--- src/rtl/rollo_encrypt_sched_if.sv ---
// Requester-side and core-side signals of the ROLLO-II job scheduler.
// The slave modport is the scheduler's view; the master modport is the fabric/core view.
interface rollo_encrypt_sched_if #(
  parameter int N_REQ = 4,
  parameter int ID_W  = 2,
  parameter int CNT_W = 32
);
  logic [N_REQ-1:0] req;
  logic [N_REQ-1:0] grant;
  logic             done;
  logic [ID_W-1:0]  done_id;
  logic [31:0]      result;
  logic [CNT_W-1:0] cycles;
  logic             timeout;
  logic             busy;
  logic             core_start;
  logic             core_ready;
  logic [31:0]      core_data;

  modport slave (
    input  req, core_ready, core_data,
    output grant, done, done_id, result, cycles, timeout, busy, core_start
  );

  modport master (
    output req, core_ready, core_data,
    input  grant, done, done_id, result, cycles, timeout, busy, core_start
  );
endinterface

--- src/rtl/rollo_encrypt_sched.sv ---
// Round-robin scheduler sharing one ROLLO-II encryption core between N_REQ requesters,
// measuring core runtime and aborting jobs whose core never signals completion.
module rollo_encrypt_sched #(
  parameter int N_REQ   = 4,
  parameter int ID_W    = 2,
  parameter int CNT_W   = 32,
  parameter int TIMEOUT = 100000
) (
  input logic                  clk,
  input logic                  rst,
  rollo_encrypt_sched_if.slave bus
);

  typedef enum logic [1:0] {
    ST_IDLE  = 2'd0,
    ST_START = 2'd1,
    ST_WAIT  = 2'd2,
    ST_DONE  = 2'd3
  } state_e;

  localparam logic [CNT_W-1:0] TIMEOUT_C = CNT_W'(TIMEOUT);
  localparam logic [CNT_W-1:0] CNT_ONE   = {{(CNT_W-1){1'b0}}, 1'b1};
  localparam logic [ID_W-1:0]  ID_ONE    = {{(ID_W-1){1'b0}}, 1'b1};
  localparam logic [N_REQ-1:0] GRANT_LSB = {{(N_REQ-1){1'b0}}, 1'b1};

  state_e           state_r, state_nxt_s;
  logic [ID_W-1:0]  ptr_r, ptr_nxt_s;
  logic [ID_W-1:0]  cur_id_r, cur_id_nxt_s;
  logic [CNT_W-1:0] cnt_r, cnt_nxt_s, cnt_inc_s;
  logic             ready_q_r;
  logic [N_REQ-1:0] grant_r, grant_nxt_s;
  logic             core_start_r, core_start_nxt_s;
  logic             done_r, done_nxt_s;
  logic [ID_W-1:0]  done_id_r, done_id_nxt_s;
  logic [31:0]      result_r, result_nxt_s;
  logic [CNT_W-1:0] cycles_r, cycles_nxt_s;
  logic             timeout_r, timeout_nxt_s;
  logic             busy_r, busy_nxt_s;

  logic             found_s;
  logic [ID_W-1:0]  sel_id_s;
  logic [ID_W-1:0]  scan_idx_s;
  logic             ready_rise_s;

  assign cnt_inc_s    = cnt_r + CNT_ONE;
  assign ready_rise_s = bus.core_ready & ~ready_q_r;

  // Round-robin pick: first active request at or after the pointer, wrapping modulo N_REQ.
  always_comb begin
    found_s    = 1'b0;
    sel_id_s   = '0;
    scan_idx_s = '0;
    for (int i = 0; i < N_REQ; i++) begin
      scan_idx_s = ID_W'((int'(ptr_r) + i) % N_REQ);
      if (!found_s && bus.req[scan_idx_s]) begin
        found_s  = 1'b1;
        sel_id_s = scan_idx_s;
      end else begin
        found_s  = found_s;
      end
    end
  end

  // Next-state and next-output logic; outputs are loaded one cycle ahead so they are registered.
  always_comb begin
    state_nxt_s      = state_r;
    ptr_nxt_s        = ptr_r;
    cur_id_nxt_s     = cur_id_r;
    cnt_nxt_s        = cnt_r;
    grant_nxt_s      = '0;
    core_start_nxt_s = 1'b0;
    done_nxt_s       = 1'b0;
    done_id_nxt_s    = done_id_r;
    result_nxt_s     = result_r;
    cycles_nxt_s     = cycles_r;
    timeout_nxt_s    = timeout_r;

    case (state_r)
      ST_IDLE: begin
        if (found_s) begin
          state_nxt_s      = ST_START;
          cur_id_nxt_s     = sel_id_s;
          grant_nxt_s      = GRANT_LSB << sel_id_s;
          core_start_nxt_s = 1'b1;
        end else begin
          state_nxt_s = ST_IDLE;
        end
      end
      ST_START: begin
        cnt_nxt_s   = '0;
        state_nxt_s = ST_WAIT;
      end
      ST_WAIT: begin
        cnt_nxt_s = cnt_inc_s;
        // A ready level held over from before START never completes a job; only a fresh edge does.
        if (ready_rise_s) begin
          result_nxt_s  = bus.core_data;
          cycles_nxt_s  = cnt_inc_s;
          timeout_nxt_s = 1'b0;
          done_nxt_s    = 1'b1;
          done_id_nxt_s = cur_id_r;
          state_nxt_s   = ST_DONE;
        end else if (cnt_inc_s == TIMEOUT_C) begin
          result_nxt_s  = 32'h0000_0000;
          cycles_nxt_s  = TIMEOUT_C;
          timeout_nxt_s = 1'b1;
          done_nxt_s    = 1'b1;
          done_id_nxt_s = cur_id_r;
          state_nxt_s   = ST_DONE;
        end else begin
          state_nxt_s = ST_WAIT;
        end
      end
      ST_DONE: begin
        if (int'(cur_id_r) == N_REQ - 1) begin
          ptr_nxt_s = '0;
        end else begin
          ptr_nxt_s = cur_id_r + ID_ONE;
        end
        state_nxt_s = ST_IDLE;
      end
      default: begin
        state_nxt_s = ST_IDLE;
      end
    endcase

    busy_nxt_s = (state_nxt_s != ST_IDLE);
  end

  // State, pointer, counter and output registers; reset drops any in-flight job silently.
  always_ff @(posedge clk or posedge rst) begin
    if (rst) begin
      state_r      <= ST_IDLE;
      ptr_r        <= '0;
      cur_id_r     <= '0;
      cnt_r        <= '0;
      ready_q_r    <= 1'b0;
      grant_r      <= '0;
      core_start_r <= 1'b0;
      done_r       <= 1'b0;
      done_id_r    <= '0;
      result_r     <= 32'h0000_0000;
      cycles_r     <= '0;
      timeout_r    <= 1'b0;
      busy_r       <= 1'b0;
    end else begin
      state_r      <= state_nxt_s;
      ptr_r        <= ptr_nxt_s;
      cur_id_r     <= cur_id_nxt_s;
      cnt_r        <= cnt_nxt_s;
      ready_q_r    <= bus.core_ready;
      grant_r      <= grant_nxt_s;
      core_start_r <= core_start_nxt_s;
      done_r       <= done_nxt_s;
      done_id_r    <= done_id_nxt_s;
      result_r     <= result_nxt_s;
      cycles_r     <= cycles_nxt_s;
      timeout_r    <= timeout_nxt_s;
      busy_r       <= busy_nxt_s;
    end
  end

  assign bus.grant      = grant_r;
  assign bus.core_start = core_start_r;
  assign bus.done       = done_r;
  assign bus.done_id    = done_id_r;
  assign bus.result     = result_r;
  assign bus.cycles     = cycles_r;
  assign bus.timeout    = timeout_r;
  assign bus.busy       = busy_r;

endmodule

--- src/flat_wrapper.sv ---
// flat-port wrapper written by rule: the top's interface ports become plain ports
module rollo_encrypt_sched_flat 
#(
  parameter int N_REQ   = 4,
  parameter int ID_W    = 2,
  parameter int CNT_W   = 32,
  parameter int TIMEOUT = 100000
)
  (clk, rst, bus_req, bus_core_ready, bus_core_data, bus_grant, bus_done, bus_done_id, bus_result, bus_cycles, bus_timeout, bus_busy, bus_core_start);
  rollo_encrypt_sched_if #(.N_REQ(N_REQ), .ID_W(ID_W), .CNT_W(CNT_W)) bus_i ();
  input logic clk;
  input logic rst;
  input wire logic [$bits(bus_i.req)-1:0] bus_req;
  input wire logic [$bits(bus_i.core_ready)-1:0] bus_core_ready;
  input wire logic [$bits(bus_i.core_data)-1:0] bus_core_data;
  output wire logic [$bits(bus_i.grant)-1:0] bus_grant;
  output wire logic [$bits(bus_i.done)-1:0] bus_done;
  output wire logic [$bits(bus_i.done_id)-1:0] bus_done_id;
  output wire logic [$bits(bus_i.result)-1:0] bus_result;
  output wire logic [$bits(bus_i.cycles)-1:0] bus_cycles;
  output wire logic [$bits(bus_i.timeout)-1:0] bus_timeout;
  output wire logic [$bits(bus_i.busy)-1:0] bus_busy;
  output wire logic [$bits(bus_i.core_start)-1:0] bus_core_start;
  assign bus_i.req = bus_req;
  assign bus_i.core_ready = bus_core_ready;
  assign bus_i.core_data = bus_core_data;
  assign bus_grant = bus_i.grant;
  assign bus_done = bus_i.done;
  assign bus_done_id = bus_i.done_id;
  assign bus_result = bus_i.result;
  assign bus_cycles = bus_i.cycles;
  assign bus_timeout = bus_i.timeout;
  assign bus_busy = bus_i.busy;
  assign bus_core_start = bus_i.core_start;
  rollo_encrypt_sched #(.N_REQ(N_REQ), .ID_W(ID_W), .CNT_W(CNT_W), .TIMEOUT(TIMEOUT)) u_core (.clk(clk), .rst(rst), .bus(bus_i));
endmodule
--- config.mk ---
export PLATFORM = sky130hd
export DESIGN_NAME = rollo_encrypt_sched_flat
export DESIGN_NICKNAME = d
export VERILOG_FILES = /design/src/rtl/rollo_encrypt_sched_if.sv /design/src/rtl/rollo_encrypt_sched.sv /design/src/flat_wrapper.sv
export SDC_FILE = /design/constraint.sdc
export NUM_CORES = 1
export LEC_CHECK = 0
export ABC_AREA = 0
export BUFFER_PORTS_ARGS = -buffer_cell sky130_fd_sc_hd__buf_2
export CORE_MARGIN = 5
export CORE_UTILIZATION = 55
export CTS_CLUSTER_DIAMETER = 40
export DETAILED_ROUTE_END_ITERATION = 6
export PLACE_DENSITY = 0.8
export SLEW_MARGIN = 20
export SYNTH_ARGS = -nofsm -noshare
export SYNTH_HDL_FRONTEND = slang
export SYNTH_SLANG_ARGS = --single-unit
export TNS_END_PERCENT = 10
--- constraint.sdc ---
create_clock -name clk -period 4.5 [get_ports clk]
set_clock_uncertainty 0.05 [all_clocks]
set_input_delay 0.45 -clock clk [delete_from_list [all_inputs] [get_ports clk]]
set_output_delay 0.45 -clock clk [all_outputs]
set_load 0.01 [all_outputs]
==> results.md, run 1 <==
* Commonest non-fill, non-tap cell in the layout: nand2_1
* PwrDens at 552 mW/mm^2
* Crit. End Element: register
* Fill cells at 763
* Max Slew Vio Count at 0
* Placed cells at 801
* CTS Buf Count at 17
* Share of synthesized registers carrying an async set or reset at 1.00
* Clk pin slew, worst setup/hold paths at 0.05 ns
* Synth Instances at 598
* Post-cts gate resize count at 0
* Maximum clock frequency at 260 MHz
* Area occupied by registers at 0.00283 mm^2
* Die area at 0.0122 mm^2
* Relative slew slack at 0.349
* Register area share after synthesis at 0.512
* Root Buffer: clkbuf_8
* CTS tree: built
* Core Rows at 36
* Core area at 0.00977 mm^2
* Synth cell types at 52
* CTS Hold Bufs at 0
* Clk sinks at 113
* Largest net degree at the start of global routing at 88
* Number of flops mapped to enable cells by yosys at 0
* DRT iter0 DRCs at 481
* Worst VDD drop at 0.370 mV
* Netlist Area Pre-Place at 0.00553 mm^2
* NumNets Final at 732
* Io pins at 113
* Final setup viols at 0
* CP Class: reg -> reg
* HPWL after DPL at 9.70 mm
* Average cell area after synthesis at 9.24 um^2
* # diodes at 0
* Area Overhead vs Synth at 19.6%
* DR vias/cell at 5.80
* Crit path from: u_core.cnt_r[0]
* Syn_nets at 643
* Final hold vios at 0
* Area occupied by multi-input gates at 0.00245 mm^2
* H-tree lvl count at 4
* Setup TNS at 0 ns
* Non-filler cells in the finished layout at 831
* Main flop type after synthesis: dfrtp_1
* RSZ-0062 raised after global routing: false
* Initial Util at 0.565
* Crit path DAT at 4.18 ns
* # port buffers at 112
* Drt first pass iters at 7
* Hold_ws at 0.0321 ns
* Fin crit period at 3.84 ns
* Ys Warns at 0
* Commonest non-fill, non-tap cells in the layout: 144 x nand2_1, 113 x dfrtp_1, 112 x buf_2
* Static Leakage at 3.01 nW
* Number of remaining DRC errors at 0
* Deepest clock path buffer count at 2
* Max-Cap Viols at 0
* Synth Register Bits at 113
* All-Layer GR Usage at 0.243
* Vias in the first global route at 4429
* Vias at 4816
* Total gr overflow at 0
* Routability cong. at 0.877
* Final ANT Viol Nets at 0
* Die Span Y at 110 um
* # Post-CTS Setup Buffers at 0
* Tcrit/Tclk final at 0.854
* Initial antenna violation count at 0
* Routed WL at 14.3 mm
* Hold Path Class: in -> async
* Clock Latency Late Sink at 0.52 ns
* Reg-to-Reg Start: u_core.cnt_r[0]
* Wire length of the first global-routing pass at 22.9 mm
* Fraction of layout cells with a size suffix above 1 at 0.229
* Req. time, crit path at 4.84 ns
* Wirelength per Cell at 17.2 um
* Status: finished, final reports clean
* Die Wd at 110 um
* Startpoint type of the worst setup path: register
* Worst slew pin tran at 0.974 ns
* Worst-path maximum fanout at 66
## logic make-up (layout without fill, tap and decap cells)
group | Yosys count | count (layout) | share of synthesized area
compound gates | 129 | 129 | 0.146
xor+xnor | 30 | 30 | 0.0475
fa+ha+maj | 6 | 6 | 0.0136
buf+inv | 57 | 157 | 0.0457
flops | 113 | 113 | 0.512
mux | 9 | 9 | 0.0186
simple gates | 254 | 254 | 0.217
## cell type report
type / instances / share of cell area
Sequential cell: 113 / 0.428
Tap cell: 133 / 0.0252
Inverter: 10 / 0.00643
Timing Repair Buffer: 117 / 0.0924
Clock buffer: 24 / 0.0727
Multi-Input combinational cell: 428 / 0.371
Clock inverter: 6 / 0.00492
## synth_stat cells, types with 9 or more instances
master | count | area, um^2
xnor2_1 | 18 | 158
nor2_1 | 26 | 97.6
xor2_1 | 12 | 105
o2bb2ai_1 | 9 | 78.8
inv_1 | 10 | 37.5
buf_2 | 10 | 50.1
nor3_1 | 14 | 70.1
o21ai_0 | 50 | 250
o31ai_1 | 13 | 97.6
o22ai_1 | 27 | 169
nand3_1 | 16 | 80.1
nand4_1 | 14 | 87.6
dfrtp_1 | 113 | 2830
nand2_1 | 144 | 541
a21oi_1 | 12 | 60.1
clkbuf_1 | 32 | 120
## critical path, stage by stage (launching register included)
cell and delay, ns:
dfrtp_1 0.46, ha_1 0.43, nand4_1 0.22, nor3_1 0.57, nand3_1 0.15, a2111oi_0 0.45
nand4_1 0.23, nor4_4 0.39, buf_12 0.29, nor2_2 0.11, mux2_4 0.32
## final timing paths
kind / end / slack, ns / cells after the start
setup / recovery: u_core.bus.done_id[0] / 0.66 / 10
hold / removal: u_core.bus.grant[1] / 0.03 / 2
setup reg to reg: u_core.bus.done_id[0] / 0.66 / 10
hold reg to reg: u_core.cnt_r[31] / 0.47 / 1
max in group asynchronous: u_core.bus.result[5] / 3.52 / 3
min in group clk: u_core.ready_q_r / 0.03 / 1
## flip-flops by register name, indices dropped and copies added (netlist names)
name / flops
u_core.bus.cycles: 32
u_core.bus.result: 32
u_core.cnt_r: 32
u_core.bus.grant: 4
u_core.bus.done_id: 2
u_core.cur_id_r: 2
u_core.ptr_r: 2
u_core.state_r: 2
u_core.bus.busy: 1
u_core.bus.core_start: 1
u_core.bus.done: 1
u_core.bus.timeout: 1
u_core.ready_q_r: 1
## layer usage
metal,part of all wire,up-vias,GRT usage
li1,-,2269,-
met1,0.44,2305,0.360
met2,0.47,220,0.361
met3,0.078,22,0.0448
met4,0.014,0,0.0792
met5,0,-,0
## power by group
part / leakage (nW) / switching [mW] / internal [mW]
sequential: 1.49 / 0.139 / 1.25
combinational: 1.26 / 0.717 / 0.384
clock: 0.256 / 0.438 / 0.722
total: 3.01 / 1.29 / 2.36
## per-stage QoR
| stage | power, mW | util | area (um^2) | setup slack (ns) |
|---|---|---|---|---|
| 2_1_floorplan | 2.07 | - | 5530 | 1.01 |
| 3_3_place_gp | 2.47 | 0.624 | 6100 | 0.963 |
| 3_5_place_dp | 2.50 | 0.624 | 6100 | 0.761 |
| 4_1_cts | 3.66 | 0.676 | 6610 | 0.693 |
| 5_1_grt | 3.87 | 0.676 | 6610 | 0.404 |
| 6_report | 3.65 | 0.676 | 6610 | 0.659 |
(Power assumes the default switching activity.)
==> run 2, diff against run 1 <==
--- a/config.mk
+++ b/config.mk
@@ -12,6 +12,7 @@
 export CTS_CLUSTER_DIAMETER = 40
 export DETAILED_ROUTE_END_ITERATION = 6
 export PLACE_DENSITY = 0.8
+export REMOVE_ABC_BUFFERS = 1
 export SLEW_MARGIN = 20
 export SYNTH_ARGS = -nofsm -noshare
 export SYNTH_HDL_FRONTEND = slang
==> run 2 against run 1 <==
Register-to-register slack got worse by 0.12 ns. Cell area rose by 2.6%. Hold slack barely moved. Non-clock buffer count rose by 6. Routed wire length fell by 0.26%. Cell count rose by 0.84%. Highest routed layer unchanged. Critical path type unchanged. Clock power rose by 27%. Sequential share of layout area fell by 1.1 points. Critical endpoint is now u_core.bus.cycles[26]. Flip-flop and latch count did not move. Global-route usage rose by 0.27 points. Combinational power barely moved.
==> results.md, run 2 (synthesis results as in run 1) <==
* Status: finished, final reports clean
* Maximum clock frequency at 253 MHz (-3.0%)
* Total gr overflow at 0 (unchanged)
* Wirelength per Cell at 17.0 um (-1.1%)
* Max-Cap Viols at 0 (unchanged)
* Clk pin slew, worst setup/hold paths at 0.06 ns (about the same)
* RSZ-0062 raised after global routing: false
* Reg-to-Reg Start: u_core.cnt_r[0]
* Req. time, crit path at 4.80 ns (-0.04 ns)
* Worst slew pin tran at 1.07 ns (+0.0936 ns)
* Crit. End Element: register
* All-Layer GR Usage at 0.245 (+0.00275)
* CTS Buf Count at 17 (unchanged)
* CP Class: reg -> reg
* Vias in the first global route at 4620 (+4.3%)
* # port buffers at 112 (unchanged)
* Crit path DAT at 4.26 ns (+0.08 ns)
* Io pins at 113 (unchanged)
* DRT iter0 DRCs at 487 (+1.2%)
* Crit path from: u_core.cnt_r[0]
* Wire length of the first global-routing pass at 23.1 mm (+0.75%)
* H-tree lvl count at 4 (unchanged)
* Die Span Y at 110 um (unchanged)
* Post-cts gate resize count at 0 (unchanged)
* Area Overhead vs Synth at 22.7%
* Initial Util at 0.565 (unchanged)
* Routability cong. at 0.916 (+4.3%)
* Final setup viols at 0 (unchanged)
* Setup TNS at 0 ns (unchanged)
* Final ANT Viol Nets at 0 (unchanged)
* Tcrit/Tclk final at 0.880 (+0.0261)
* Number of remaining DRC errors at 0 (unchanged)
* Deepest clock path buffer count at 2 (unchanged)
* DR vias/cell at 5.76 (-0.65%)
* HPWL after DPL at 9.27 mm (-4.5%)
* CTS tree: built
* Drt first pass iters at 5 (-2)
* # diodes at 0 (unchanged)
* Worst-path maximum fanout at 32 (-52%)
* R2R setup slack at 0.54 ns (-0.12 ns)
* Worst Hold Path Cells at 1
* Relative slew slack at 0.286 (-0.0625)
* NumNets Final at 738 (+0.82%)
* Fin crit period at 3.96 ns (+0.117 ns)
* Routed WL at 14.3 mm (-0.26%)
* Commonest non-fill, non-tap cell in the layout: nand2_1
* Startpoint type of the worst setup path: register
* Hold Path Class: in -> reg
* Fraction of layout cells with a size suffix above 1 at 0.240 (+0.0105)
* Hold_ws at 0.0318 ns (-0.000314 ns)
* Commonest non-fill, non-tap cells in the layout: 144 x nand2_1, 113 x dfrtp_1, 112 x buf_2
* Initial antenna violation count at 0 (unchanged)
* Final hold vios at 0 (unchanged)
* CP endpoint: u_core.bus.cycles[26]
* CTS Hold Bufs at 0 (unchanged)
* Reg2reg path depth at 10 (unchanged)
* Static Leakage at 3.09 nW (+2.7%)
* Worst reg2reg path endpoint: u_core.bus.cycles[26]
* Die area at 0.0122 mm^2 (unchanged)
* Die Wd at 110 um (unchanged)
* Clk sinks at 113 (unchanged)
* Worst VDD drop at 0.317 mV (-14%)
* Core Rows at 36 (unchanged)
* Largest net degree at the start of global routing at 87 (-1.1%)
* Root Buffer: clkbuf_8
* PwrDens at 586 mW/mm^2 (+6.1%)
* Clock Latency Late Sink at 0.51 ns (about the same)
* Vias at 4825 (+0.19%)
* # Post-CTS Setup Buffers at 0 (unchanged)
* Fill cells at 716 (-6.2%)
* Core area at 0.00977 mm^2 (unchanged)
* Max Slew Vio Count at 0 (unchanged)
-- run 2: cell count changes in the layout (fill, tap and decap cells not counted), sizes merged --
cell and delta:
clkbuf -2, bufinv +5, clkinvlp +2, clkinv -4
buf +6
-- run 2: how the worst min path moves through the flow --
stage,from,endpoint,slack (ns)
after floorplan,u_core.cur_id_r[1],u_core.cur_id_r[1],0.43
after global placement,u_core.bus.timeout,u_core.bus.timeout,0.44
after detailed placement,u_core.cnt_r[31],u_core.cnt_r[31],0.46
after CTS,bus_core_ready,u_core.ready_q_r,0.01
after global routing,bus_core_ready,u_core.ready_q_r,0.02
final,bus_core_ready,u_core.ready_q_r,0.03
-- run 2: layout make-up --
class / count / area, um^2 / area share
Clock buffer: 22 / 473 / 0.0697
Clock inverter: 9 / 178 / 0.0262
Inverter: 10 / 42.5 / 0.00627
Multi-Input combinational cell: 428 / 2450 / 0.361
Sequential cell: 113 / 2830 / 0.417
Tap cell: 133 / 166 / 0.0245
Timing Repair Buffer: 123 / 643 / 0.0948
-- run 2: worst max-delay path: stages, from the launching register on --
cell and delay, ns:
dfrtp_1 0.44, ha_1 0.42, nand4_1 0.23, nor3_1 0.57
nand3_1 0.13, a2111oi_0 0.49, nand4_1 0.23, nor4_4 0.35
buf_4 0.37, buf_4 0.35, o22ai_1 0.15
-- run 2: where the power goes --
part	total (mW)	internal, mW	switching, mW	leakage (nW)
registers	1.39	1.25	0.136	1.49
logic	1.12	0.391	0.730	1.29
clock network	1.47	1.01	0.457	0.309
-- run 2: per-layer routing --
metal / vias up / GRT usage / share of wire
li1: 2281 / - / -
met5: - / 0 / 0
met3: 25 / 0.0606 / 0.077
met2: 213 / 0.398 / 0.47
met1: 2306 / 0.323 / 0.44
met4: 0 / 0.0844 / 0.016
-- run 2: stage by stage --
stage	instances	cell area, um^2	utilization	setup WS [ns]	total power [mW]
6_report	838	6780	0.694	0.542	3.98
2_1_floorplan	551	5310	-	0.0377	2.04
3_3_place_gp	807	6130	0.627	0.915	2.46
3_5_place_dp	807	6130	0.627	0.677	2.51
5_1_grt	838	6780	0.694	0.259	4.20
4_1_cts	838	6780	0.694	0.621	3.99
==> run 3, diff against run 2 <==
--- a/config.mk
+++ b/config.mk
@@ -8,10 +8,10 @@
 export ABC_AREA = 0
 export BUFFER_PORTS_ARGS = -buffer_cell sky130_fd_sc_hd__buf_2
 export CORE_MARGIN = 5
-export CORE_UTILIZATION = 55
+export CORE_UTILIZATION = 50
 export CTS_CLUSTER_DIAMETER = 40
 export DETAILED_ROUTE_END_ITERATION = 6
-export PLACE_DENSITY = 0.8
+export PLACE_DENSITY = 0.74
 export REMOVE_ABC_BUFFERS = 1
 export SLEW_MARGIN = 20
 export SYNTH_ARGS = -nofsm -noshare
==> run 3 against run 2 <==
Die area increased by 9.1%. Critical path depth decreased by 1. Count of clock-buffer cells in the layout decreased by 2. Register-to-register slack improved by 0.16 ns. Critical endpoint is now u_core.bus.result[23]. Largest cell class unchanged.
==> results.md, run 3 (synthesis results as in run 1) <==
* Commonest non-fill, non-tap cells in the layout: 144 x nand2_1, 113 x dfrtp_1, 112 x buf_2
* Sw Pwr at 1.35 mW (+1.8%)
* Comb power frac at 0.290 (+0.008)
* Worst-path maximum fanout at 23 (-28%)
* Seq pwr share at 0.359 (+0.010)
* DR vias/cell at 5.67 (-1.5%)
* All-Layer GR Usage at 0.226 (-0.0197)
* Final setup viols at 0 (unchanged)
* Clock Latency Late Sink at 0.53 ns (+0.02 ns)
* Pre-CTS WS at 0.791 ns (+0.114 ns)
* Wire length of the first global-routing pass at 23.8 mm (+3.0%)
* Most Used Layer, Global Route: met2
* Total gr overflow at 0 (unchanged)
* Relative slew slack at 0.292 (+0.00518)
* H-tree lvl count at 4 (unchanged)
* Final hold vios at 0 (unchanged)
* Area Overhead vs Synth at 21.8%
* Global routing usage on met2 at 0.382 (-0.0158)
* Crit. End Element: register
* Worst VDD drop at 0.527 mV (+66%)
* Tcrit/Tclk final at 0.845 (-0.0347)
* Sw frac at 0.350 (+0.0168)
* Status: finished, final reports clean
* Startpoint type of the worst setup path: register
* Die area at 0.0133 mm^2 (+9.1%)
* Clk sinks at 113 (unchanged)
* Clock power frac at 0.351 (-0.018)
* Overall power at 3.85 mW (-3.0%)
* Routability cong. at 0.898 (-1.9%)
* Number of remaining DRC errors at 0 (unchanged)
* NumNets Final at 737 (-0.14%)
* Static Leakage at 3.05 nW (-1.3%)
* CTS Buf Count at 17 (unchanged)
* Die Wd at 115 um (+4.4%)
* Fin util at 0.621 (-0.0726)
* Drt first pass iters at 5 (unchanged)
* DRT iter0 DRCs at 365 (-25%)
* Routed WL at 14.2 mm (-0.89%)
* Vias in the first global route at 4816 (+4.2%)
* Core area at 0.0108 mm^2 (+11%)
* CTS Hold Bufs at 0 (unchanged)
* CTS tree: built
* Deepest clock path buffer count at 2 (unchanged)
* Core Rows at 38 (+5.6%)
* Internal power at 2.51 mW (-5.5%)
* PwrDens at 572 mW/mm^2 (-2.4%)
* Max Slew Vio Count at 0 (unchanged)
* Hold Path Class: in -> async
* GR Util met3 at 0.0489 (-0.0116)
* Req. time, crit path at 4.84 ns (+0.04 ns)
* Crit path DAT at 4.14 ns (-0.12 ns)
* Max-Cap Viols at 0 (unchanged)
* # Post-CTS Setup Buffers at 0 (unchanged)
* Worst slew pin tran at 1.06 ns (-0.00775 ns)
* # port buffers at 112 (unchanged)
* Initial Util at 0.510 (-0.0556)
* HPWL after DPL at 9.55 mm (+3.0%)
* Fraction of layout cells with a size suffix above 1 at 0.240 (unchanged)
* Die Span Y at 115 um (+4.4%)
* RSZ-0062 raised after global routing: false
* Final ANT Viol Nets at 0 (unchanged)
* Setup TNS at 0 ns (unchanged)
* # diodes at 0 (unchanged)
* Grt met1 use at 0.284 (-0.0387)
* Vias at 4790 (-0.73%)
* Io pins at 113 (unchanged)
* Final worst slack at 0.698 ns (+0.156 ns)
* Clk pin slew, worst setup/hold paths at 0.06 ns (about the same)
* Wirelength per Cell at 16.8 um (-1.7%)
* Post-cts gate resize count at 0 (unchanged)
* Commonest non-fill, non-tap cell in the layout: nand2_1
* Maximum clock frequency at 263 MHz (+4.1%)
* CP Class: reg -> reg
* Fin crit period at 3.80 ns (-0.156 ns)
* Initial antenna violation count at 0 (unchanged)
* Root Buffer: clkbuf_8
* Largest net degree at the start of global routing at 85 (-2.3%)
## run 3: stage by stage
stage	hold WS [ns]	std cells	cell area (um^2)
2_1_floorplan	0.425	551	5310
3_3_place_gp	0.427	813	6130
3_5_place_dp	0.440	813	6130
4_1_cts	0.00797	845	6730
5_1_grt	0.00160	845	6730
6_report	0.0116	845	6730
## run 3: final timing paths
path / startpoint / cells past startpoint / slack (ns) / end
min in group clk: bus_core_ready / 1 / 0.02 / u_core.ready_q_r
min reg2reg: u_core.bus.done_id[1] / 1 / 0.46 / u_core.bus.done_id[1]
max in group asynchronous: rst / 3 / 3.49 / u_core.bus.result[20]
min: rst / 2 / 0.01 / u_core.bus.result[22]
max reg2reg: u_core.cnt_r[0] / 9 / 0.70 / u_core.bus.result[23]
max: u_core.cnt_r[0] / 9 / 0.70 / u_core.bus.result[23]
## run 3: worst max-delay path: stages, from the launching register on
cell	delay [ns]
dfrtp_1	0.46
ha_1	0.40
nand4_1	0.20
nor4_2	0.76
a21boi_0	0.28
nor3b_1	0.27
nand4_1	0.18
nor4_4	0.57
buf_4	0.33
o21ai_0	0.15
## run 3: power by group through the flow
| stage | clock, mW | sequential [mW] | combinational, mW |
|---|---|---|---|
| floorplan | 0 | 1.49 | 0.559 |
| global placement | 0 | 1.39 | 1.09 |
| detailed placement | 0 | 1.40 | 1.11 |
| CTS | 1.36 | 1.39 | 1.13 |
| global route | 1.41 | 1.41 | 1.25 |
| finish | 1.35 | 1.39 | 1.12 |
## run 3: layout make-up
cell class                      count  area [um^2]
Inverter                           10         42.5
Multi-Input combinational cell    428         2450
Clock inverter                     12          156
Sequential cell                   113         2830
Tap cell                          140          175
Timing Repair Buffer              122          636
Clock buffer                       20          445
Fill cell                         912         4110
## run 3: layer usage
layer / share of wire / up-vias
li1: - / 2277
met1: 0.42 / 2331
met2: 0.50 / 155
met3: 0.058 / 27
met4: 0.018 / 0
met5: 0 / -
